`src/rtl/ctrl_mc.sv`:
```
`default_nettype none
// ----------------------------------------------------------------------------
// ctrl_mc : multi-cycle RV32I control sequencer (FETCH/DECODE/EXEC/MEM/WB)
// Revision: 1.0 - initial release
// ----------------------------------------------------------------------------
module ctrl_mc #(
  parameter int MEM_LAT  = 1,
  parameter int USE_RDY  = 0,
  parameter int ALU_OP_W = 4
) (
  input  logic                clk,
  input  logic                rst,
  input  logic [4:0]          opcode,
  input  logic [2:0]          func3,
  input  logic [6:0]          func7,
  input  logic                b,
  input  logic                mem_rdy,
  input  logic                stall,
  output logic                ir_en,
  output logic [ALU_OP_W-1:0] alu_op,
  output logic                reg_wr,
  output logic                we,
  output logic                mem_sel,
  output logic [1:0]          pc_sel,
  output logic                pc_en,
  output logic                illegal,
  output logic [2:0]          state
);

  localparam logic [4:0] c_OP_LOAD   = 5'b00000;
  localparam logic [4:0] c_OP_IMM    = 5'b00100;
  localparam logic [4:0] c_OP_AUIPC  = 5'b00101;
  localparam logic [4:0] c_OP_STORE  = 5'b01000;
  localparam logic [4:0] c_OP_OP     = 5'b01100;
  localparam logic [4:0] c_OP_LUI    = 5'b01101;
  localparam logic [4:0] c_OP_BRANCH = 5'b11000;
  localparam logic [4:0] c_OP_JALR   = 5'b11001;
  localparam logic [4:0] c_OP_JAL    = 5'b11011;

  localparam logic [ALU_OP_W-1:0] c_ALU_ADD   = ALU_OP_W'(0);
  localparam logic [ALU_OP_W-1:0] c_ALU_SUB   = ALU_OP_W'(1);
  localparam logic [ALU_OP_W-1:0] c_ALU_SLT   = ALU_OP_W'(2);
  localparam logic [ALU_OP_W-1:0] c_ALU_SLTU  = ALU_OP_W'(3);
  localparam logic [ALU_OP_W-1:0] c_ALU_XOR   = ALU_OP_W'(4);
  localparam logic [ALU_OP_W-1:0] c_ALU_OR    = ALU_OP_W'(5);
  localparam logic [ALU_OP_W-1:0] c_ALU_AND   = ALU_OP_W'(6);
  localparam logic [ALU_OP_W-1:0] c_ALU_SLL   = ALU_OP_W'(7);
  localparam logic [ALU_OP_W-1:0] c_ALU_SRL   = ALU_OP_W'(8);
  localparam logic [ALU_OP_W-1:0] c_ALU_SRA   = ALU_OP_W'(9);
  localparam logic [ALU_OP_W-1:0] c_ALU_PASSB = ALU_OP_W'(10);

  localparam int                 c_CNT_W    = $clog2(MEM_LAT + 1);
  localparam logic [c_CNT_W-1:0] c_CNT_LAST = c_CNT_W'(MEM_LAT - 1);
  localparam logic [c_CNT_W-1:0] c_CNT_MAX  = c_CNT_W'(MEM_LAT);
  localparam logic [c_CNT_W-1:0] c_CNT_ONE  = c_CNT_W'(1);

  typedef enum logic [2:0] {
    S_FETCH  = 3'd0,
    S_DECODE = 3'd1,
    S_EXEC   = 3'd2,
    S_MEM    = 3'd3,
    S_WB     = 3'd4,
    S_HALT   = 3'd5
  } state_t;

  state_t                r_state;
  logic [ALU_OP_W-1:0]   r_alu_op;
  logic                  r_illegal;
  logic [c_CNT_W-1:0]    r_cnt;

  logic                  w_is_load;
  logic                  w_is_store;
  logic                  w_is_branch;
  logic                  w_is_jal;
  logic                  w_is_jalr;
  logic                  w_is_arith;
  logic                  w_legal;
  logic                  w_mem_done;
  logic                  w_run;
  logic [ALU_OP_W-1:0]   w_alu_dec;
  logic                  w_unused;

  assign w_is_load   = (opcode == c_OP_LOAD);
  assign w_is_store  = (opcode == c_OP_STORE);
  assign w_is_branch = (opcode == c_OP_BRANCH);
  assign w_is_jal    = (opcode == c_OP_JAL);
  assign w_is_jalr   = (opcode == c_OP_JALR);
  assign w_is_arith  = (opcode == c_OP_OP) || (opcode == c_OP_IMM);
  assign w_legal     = opcode inside {c_OP_LOAD, c_OP_IMM, c_OP_AUIPC, c_OP_STORE, c_OP_OP,
                                      c_OP_LUI, c_OP_BRANCH, c_OP_JALR, c_OP_JAL};
  assign w_mem_done  = (USE_RDY != 0) ? mem_rdy : (r_cnt == c_CNT_LAST);
  assign w_run       = rst & ~stall;
  assign w_unused    = ^{func7[6], func7[4:0]};

  always_comb begin
    w_alu_dec = c_ALU_ADD;
    if (opcode == c_OP_LUI) begin
      w_alu_dec = c_ALU_PASSB;
    end else if (w_is_arith) begin
      case (func3)
        3'b000:  w_alu_dec = ((opcode == c_OP_OP) && func7[5]) ? c_ALU_SUB : c_ALU_ADD;
        3'b001:  w_alu_dec = c_ALU_SLL;
        3'b010:  w_alu_dec = c_ALU_SLT;
        3'b011:  w_alu_dec = c_ALU_SLTU;
        3'b100:  w_alu_dec = c_ALU_XOR;
        3'b101:  w_alu_dec = func7[5] ? c_ALU_SRA : c_ALU_SRL;
        3'b110:  w_alu_dec = c_ALU_OR;
        default: w_alu_dec = c_ALU_AND;
      endcase
    end
  end

  always_ff @(posedge clk or negedge rst) begin
    if (!rst) begin
      r_state   <= S_FETCH;
      r_alu_op  <= '0;
      r_illegal <= 1'b0;
      r_cnt     <= '0;
    end else if (!stall) begin
      case (r_state)
        S_FETCH: r_state <= S_DECODE;
        S_DECODE: begin
          if (w_legal) begin
            r_state  <= S_EXEC;
            r_alu_op <= w_alu_dec;
          end else begin
            r_state   <= S_HALT;
            r_illegal <= 1'b1;
          end
        end
        S_EXEC: begin
          r_cnt <= '0;
          if (w_is_load || w_is_store) r_state <= S_MEM;
          else if (w_is_branch)        r_state <= S_FETCH;
          else                         r_state <= S_WB;
        end
        S_MEM: begin
          // saturate rather than wrap so a long rdy wait cannot alias an early exit
          if (r_cnt != c_CNT_MAX) r_cnt <= r_cnt + c_CNT_ONE;
          if (w_mem_done) r_state <= w_is_store ? S_FETCH : S_WB;
        end
        S_WB:    r_state <= S_FETCH;
        default: r_state <= S_HALT;
      endcase
    end
  end

  // Enables decode the registered state so stall and async reset gate them in the same cycle.
  always_comb begin
    ir_en   = 1'b0;
    reg_wr  = 1'b0;
    we      = 1'b0;
    pc_en   = 1'b0;
    pc_sel  = 2'b00;
    mem_sel = (r_state == S_MEM);
    case (r_state)
      S_FETCH: ir_en = w_run;
      S_EXEC: begin
        if (w_is_branch) begin
          pc_en  = w_run;
          pc_sel = b ? 2'b01 : 2'b00;
        end
      end
      S_MEM: begin
        we    = w_run & w_is_store;
        pc_en = w_run & w_is_store & w_mem_done;
      end
      S_WB: begin
        reg_wr = w_run;
        pc_en  = w_run;
        pc_sel = w_is_jal ? 2'b01 : (w_is_jalr ? 2'b10 : 2'b00);
      end
      default: ;
    endcase
  end

  assign alu_op  = r_alu_op;
  assign illegal = r_illegal;
  assign state   = r_state;

endmodule
`default_nettype wire

```
`config.mk`:
```
export PLATFORM = sky130hd
export DESIGN_NAME = ctrl_mc
export DESIGN_NICKNAME = d
export VERILOG_FILES = /design/src/rtl/ctrl_mc.sv
export SDC_FILE = /design/constraint.sdc
export NUM_CORES = 1
export LEC_CHECK = 0
export ABC_AREA = 1
export CAP_MARGIN = 20
export CORE_AREA = 3 3 49 51
export CTS_BUF_LIST = sky130_fd_sc_hd__clkbuf_8
export DETAILED_ROUTE_END_ITERATION = 8
export DIE_AREA = 0 0 52 54
export GPL_TIMING_DRIVEN = 0
export PLACE_DENSITY = 0.74
export SETUP_SLACK_MARGIN = 0.05
export SYNTH_ARGS = -nofsm -noshare
export SYNTH_HDL_FRONTEND = slang
export SYNTH_SLANG_ARGS = --single-unit
```
`constraint.sdc`:
```
create_clock -name clk -period 1.02 [get_ports clk]
set_input_delay 0.204 -clock clk [delete_from_list [all_inputs] [get_ports clk]]
set_output_delay 0.204 -clock clk [all_outputs]
set_load 0.02 [all_outputs]
```
* Word level (Yosys, flattened, before mapping)
Cells that the tools add are included.
Storage, ports and cells: bits in registers 9, bits in latches 0, bits in writable memories 0, memory bits (read-only) 0, bits of input ports 20, output and inout bits 15, logic and storage cells 65, memories 0
Operators by class: add/subtract/negate cells 1, multipliers 0, div/mod/pow operators 0, $lt $le $gt $ge 0, equality and inequality tests 19, shift-type cells 0, muxes and demuxes 23, bitwise logic cells 6, reductions and logical operators 12
Operators by type and width (number):
- 4-bit case mux with 7 select lines | 1
- 5-bit by 4-bit == test with 1-bit output, second input constant | 3
- 5-bit == test, second input constant | 3
- 3-bit 2-to-1 mux | 5
- 3-bit case mux with 5 select lines | 1
- 3-bit by 2-bit == test with 1-bit output, second input constant | 4
- 3-bit == test, second input constant | 4
- 5-bit by 3-bit == test with 1-bit output, second input constant | 2
- 1-bit 2-to-1 mux | 9
- 9-bit nonzero test | 1
- 4-bit 2-to-1 mux | 2
- 3-bit by 1-bit == test with 1-bit output, second input constant | 2
- 3-bit logical NOT | 2
- 3-bit AND reduction | 2
- 5-bit logical NOT | 1
- 2-bit 2-to-1 mux | 2
- 2-bit case mux with 2 select lines | 1
- 2-bit AND reduction | 2
- 1-bit AND | 3
- 1-bit NOT | 3
- 1-bit case mux with 3 select lines | 1
- 1-bit logical OR | 2
- 2-bit inequality test, second input constant | 1
- 1-bit case mux with 2 select lines | 1
- other kinds (3) | 3

* Logic depth before layout (Yosys ltp)
depth in word-level cells 6, gate-level depth with buffers 10, gate-level depth less buffers 10

* Worst setup path before layout
OpenSTA, ideal clock, no wires.
kind flip-flop to output port, from register r_state[2] (netlist: state[2]), to output pc_en, arrival 1.582 ns, data required time 0.816 ns, slack -0.766 ns, cell stages (with the launch flop) 6, path buffers 0, path through dfrtp_1 inv_2 nand3_1 nor3_1 nand2_1 o221ai_1
On the way: cells in the longest elaborated chain, start to end 2, elaborated cells on any way between the ends 4, those cells by class eq/ne: 3; mux: 1
Ends and longest elaborated chain:
- start, declared | RTL line 66 | state_t r_state;
- start signal, assigned | RTL line 140 | if (w_mem_done) r_state <= w_is_store ? S_FETCH : S_WB;
- 3-bit == test / 3-bit by 2-bit == test with 1-bit output (equally long branches) | RTL line 156 | case (r_state)
- 1-bit case mux with 3 select lines (*) | RTL line 156
- end, declared | RTL line 25 | output logic pc_en,
Every way passes the cells marked *; elsewhere a longest branch is shown, timed or not.

* Worst setup path after layout
Same ends and word-level chain as after synthesis.

==> impl_metrics.csv <==
group,metric,value,unit
outcome,violations,"hold timing, setup timing",
power_and_ir_drop,p_comb_share,56.0,%
worst_setup_path,cp-end-kind,"primary output",
routing,routed_wl,2.35,mm
grt,grt_max_degree,12,
cells_and_area,final_nets,186,
timing,max_slew_margin,73.9,%
worst_setup_path,crit_arrival,1370,ps
logic_synthesis,async_flop_share,100,%
floorplanning,initial_utilization,37.4,%
power_and_ir_drop,p_switching,975,uW
timing,setup_ws,-554,ps
flow_run,drv_cap,0,
worst_setup_path,cp-start-kind,"register",
power_and_ir_drop,netSwitchingFraction,42.8,%
logic_synthesis,netlist_area,741,sq um
clock_network,clockRootBuffer,"clkbuf_8",
clock_network,cts_buffers,3,
place,dp_cells,170,
floorplanning,fp.dieH,54,um
logic_synthesis,ys.flop_type,"dfrtp_1",
worst_setup_path,crit_path_max_fanout,4,
routing,wire_per_inst,12.2,um
cells_and_area,design_area,1410,sq um
timing,final_hold_viol_count,9,
floorplanning,core,1980,sq um
grt,grt_pass1_wl,3.68,mm
worst_setup_path,critical-path-top-delay-family,"flip-flops",
place,portBuffers,27,
timing,period_needed,1570,ps
timing,finalSetupViolCount,18,
logic_synthesis,synth_seq_cells,9,
logic_synthesis,synth_edf_count,0,
logic_synthesis,syn_inst,116,
worst_setup_path,cp_data_required_time,820,ps
logic_synthesis,synth_cell_types,20,
power_and_ir_drop,clockPowerShare,17.3,%
clock_network,insertion_delay,230,ps
power_and_ir_drop,irDropWorstVdd,1800,uV
cells_and_area,drive_gt1_share,53.3,%
worst_setup_path,crit_slowest_cell,"dfrtp_2",
worst_setup_path,path_class,"reg2out",
clock_network,h-tree-depth,1,
clock_network,cts_num_sinks,9,
timing,skew,1.05,ps
worst_setup_path,path_cells,"inv_4 > nand3_4 > nor3_4 > nand2_2 > o221ai_4 > buf_6",
timing,rsz0062_at_grt,"true",
cells_and_area,syn_to_final_growth,90.5,%
grt,grt_use_total,17.3,%
power_and_ir_drop,pwr-share-seq,26.7,%
min_path,hp-class,"in2async",
routing,vias_per_cell,4.97,
timing,fmax,635,MHz
clock_network,clk_pin_slew,40,ps
floorplanning,rows,16,
routing,antenna_left,0,
routing,drtPass1Iterations,4,
grt,antenna_found_initial,0,
clock_network,cts_tree,"done",
cells_and_area,diodes,0,
logic_synthesis,syn-num-nets,136,
logic_synthesis,avgSynthCellArea,6.39,sq um
clock_network,clk_path_buf_depth,2,
routing,num_vias,955,
grt,grt_pass1_vias,861,
floorplanning,die_w,52,um
timing,worst_slew_pin_slew,388,ps
power_and_ir_drop,powerDensity,1610,nW/um^2
worst_setup_path,cpPeakStageDelay,460,ps
place,hpwlAfterDp,1.53,mm
cells_and_area,finalNonFillerCells,192,
worst_setup_path,critPathBufInv,2,
floorplanning,ios,35,
place,postPlaceCellArea,1120,sq um
power_and_ir_drop,intPower,1.30,mW
power_and_ir_drop,total_power,2.28,mW
place,gp_congestion,0.790,
floorplanning,dieArea,2810,sq um
timing,holdWs,-42.1,ps
grt,overflow,0,
timing,period_share,154,%
power_and_ir_drop,p_leak,0.664,nW
outcome,status,"finished with violations",
routing,drt_iter0_markers,8,
logic_synthesis,yosysWarnings,0,
routing,drc,0,
timing,drv_slew,0,
logic_synthesis,synth-seq-area-share,30.4,%
## what timing repair did
item	in CTS	in global routing
gates resized for setup	125	27
cloned	0	0
hold endpoints to repair	9	9
setup buffers	13	5
pin swaps	10	8
setup endpoints to repair	24	24
## cells in the final DEF, fill, tap and decap left out
cell             Yosys  layout
a21oi_1              5       4
a21oi_2              0       1
buf_2                0       5
buf_4                0      14
buf_6                0      19
clkbuf_8             0       3
clkdlybuf4s15_2      0       1
clkdlybuf4s50_1      0       5
dfrtp_1              9       6
dfrtp_2              0       3
dlygate4sd2_1        0       1
inv_1               15      11
inv_2                3       7
inv_4                0       1
nand2_1             27      20
nand2_2              1       6
nand2_4              1       3
nand3_1             13       8
nand3_2              0       4
nand3_4              1       2
nand3b_1             1       1
nand4_1              2       2
nor2_1              18      12
nor2_2               4       5
nor2_4               0       5
nor3_1               3       1
nor3_2               3       1
nor3_4               0       4
nor4_2               1       1
o21ai_1              5       5
o21ai_2              0       1
o21ai_4              0       1
o21bai_1             1       1
o221ai_4             0       1
## state kept, by name, summed over array words and instances (netlist names)
register  flops
alu_op        4
state         3
r_cnt         1
illegal       1
## worst register-to-register path: cells and delay by family (launching register included)
kind                   cells  cell delay (ps)
and+or+nand+nor            3              540
buffers and inverters      2              260
AOI/OAI and AO/OA          1               60
DFF                        1              460
## path summary, 6_finish.rpt
| kind | slack [ps] | start | cells after the start | to |
|---|---|---|---|---|
| setup / recovery | -550 | state[2]$_DFFE_PN0P_ | 6 | pc_en |
| hold / removal | -40 | rst | 1 | r_cnt$_DFFE_PN0P_ |
| setup reg to reg | -420 | state[2]$_DFFE_PN0P_ | 6 | alu_op[3]$_DFFE_PN0P_ |
| hold reg to reg | 510 | r_cnt$_DFFE_PN0P_ | 2 | r_cnt$_DFFE_PN0P_ |
| max in group asynchronous | 800 | rst | 1 | state[1]$_DFFE_PN0P_ |
| min in group clk | 340 | stall | 2 | illegal$_DFFE_PN0P_ |
## kinds of logic after synthesis
group / after synthesis / share of synthesized area (%)
buf+inv: 18 / 9.12
flops: 9 / 30.4
simple gates: 75 / 50.2
compound gates: 14 / 10.3
## cell usage after synthesis, types with 2 or more instances
cell	number	share of area (%)
a21oi_1	5	3.4
dfrtp_1	9	30
inv_1	15	7.6
inv_2	3	1.5
nand2_1	27	14
nand3_1	13	8.8
nand4_1	2	1.7
nor2_1	18	9.1
nor2_2	4	3.4
nor3_1	3	2.0
nor3_2	3	4.1
o21ai_0	2	1.4
o21ai_1	5	3.4
## metal layers
metal / vias up / part of all wire, % / GRT usage (%)
li1: 481 / - / -
met1: 447 / 40 / 19.7
met2: 27 / 55 / 33.9
met3: 0 / 5.7 / 3.60
met4: 0 / 0 / 1.31
met5: - / 0 / 0
## power groups by stage
stage               Sequential [mW]  Combinational (mW)  Clock (mW)
finish                        0.608                1.27       0.394
global route                  0.620                1.37       0.418
CTS                           0.595                1.06       0.397
detailed placement            0.590               0.834           0
global placement              0.582               0.828           0
floorplan                     0.651               0.433           0
## stage by stage
| stage | TNS [ps] | setup WS (ps) | util (%) |
|---|---|---|---|
| after floorplan | -2670 | -333 | - |
| after global placement | -15580 | -1560 | 56.4 |
| after detailed placement | -15800 | -1560 | 56.4 |
| after CTS | -5380 | -545 | 65.9 |
| after global routing | -7400 | -626 | 71.2 |
| final | -6230 | -554 | 71.2 |
## area by class of cell
class	instances	area, sq um
inverter	18	70.1
clock buffer	3	41.3
tap	27	33.8
clock inverter	1	3.75
timing repair buffer	45	414
multi-input combinational	89	619
sequential	9	229
fill	137	571
Note: power is estimated with default switching activity, not from simulation.
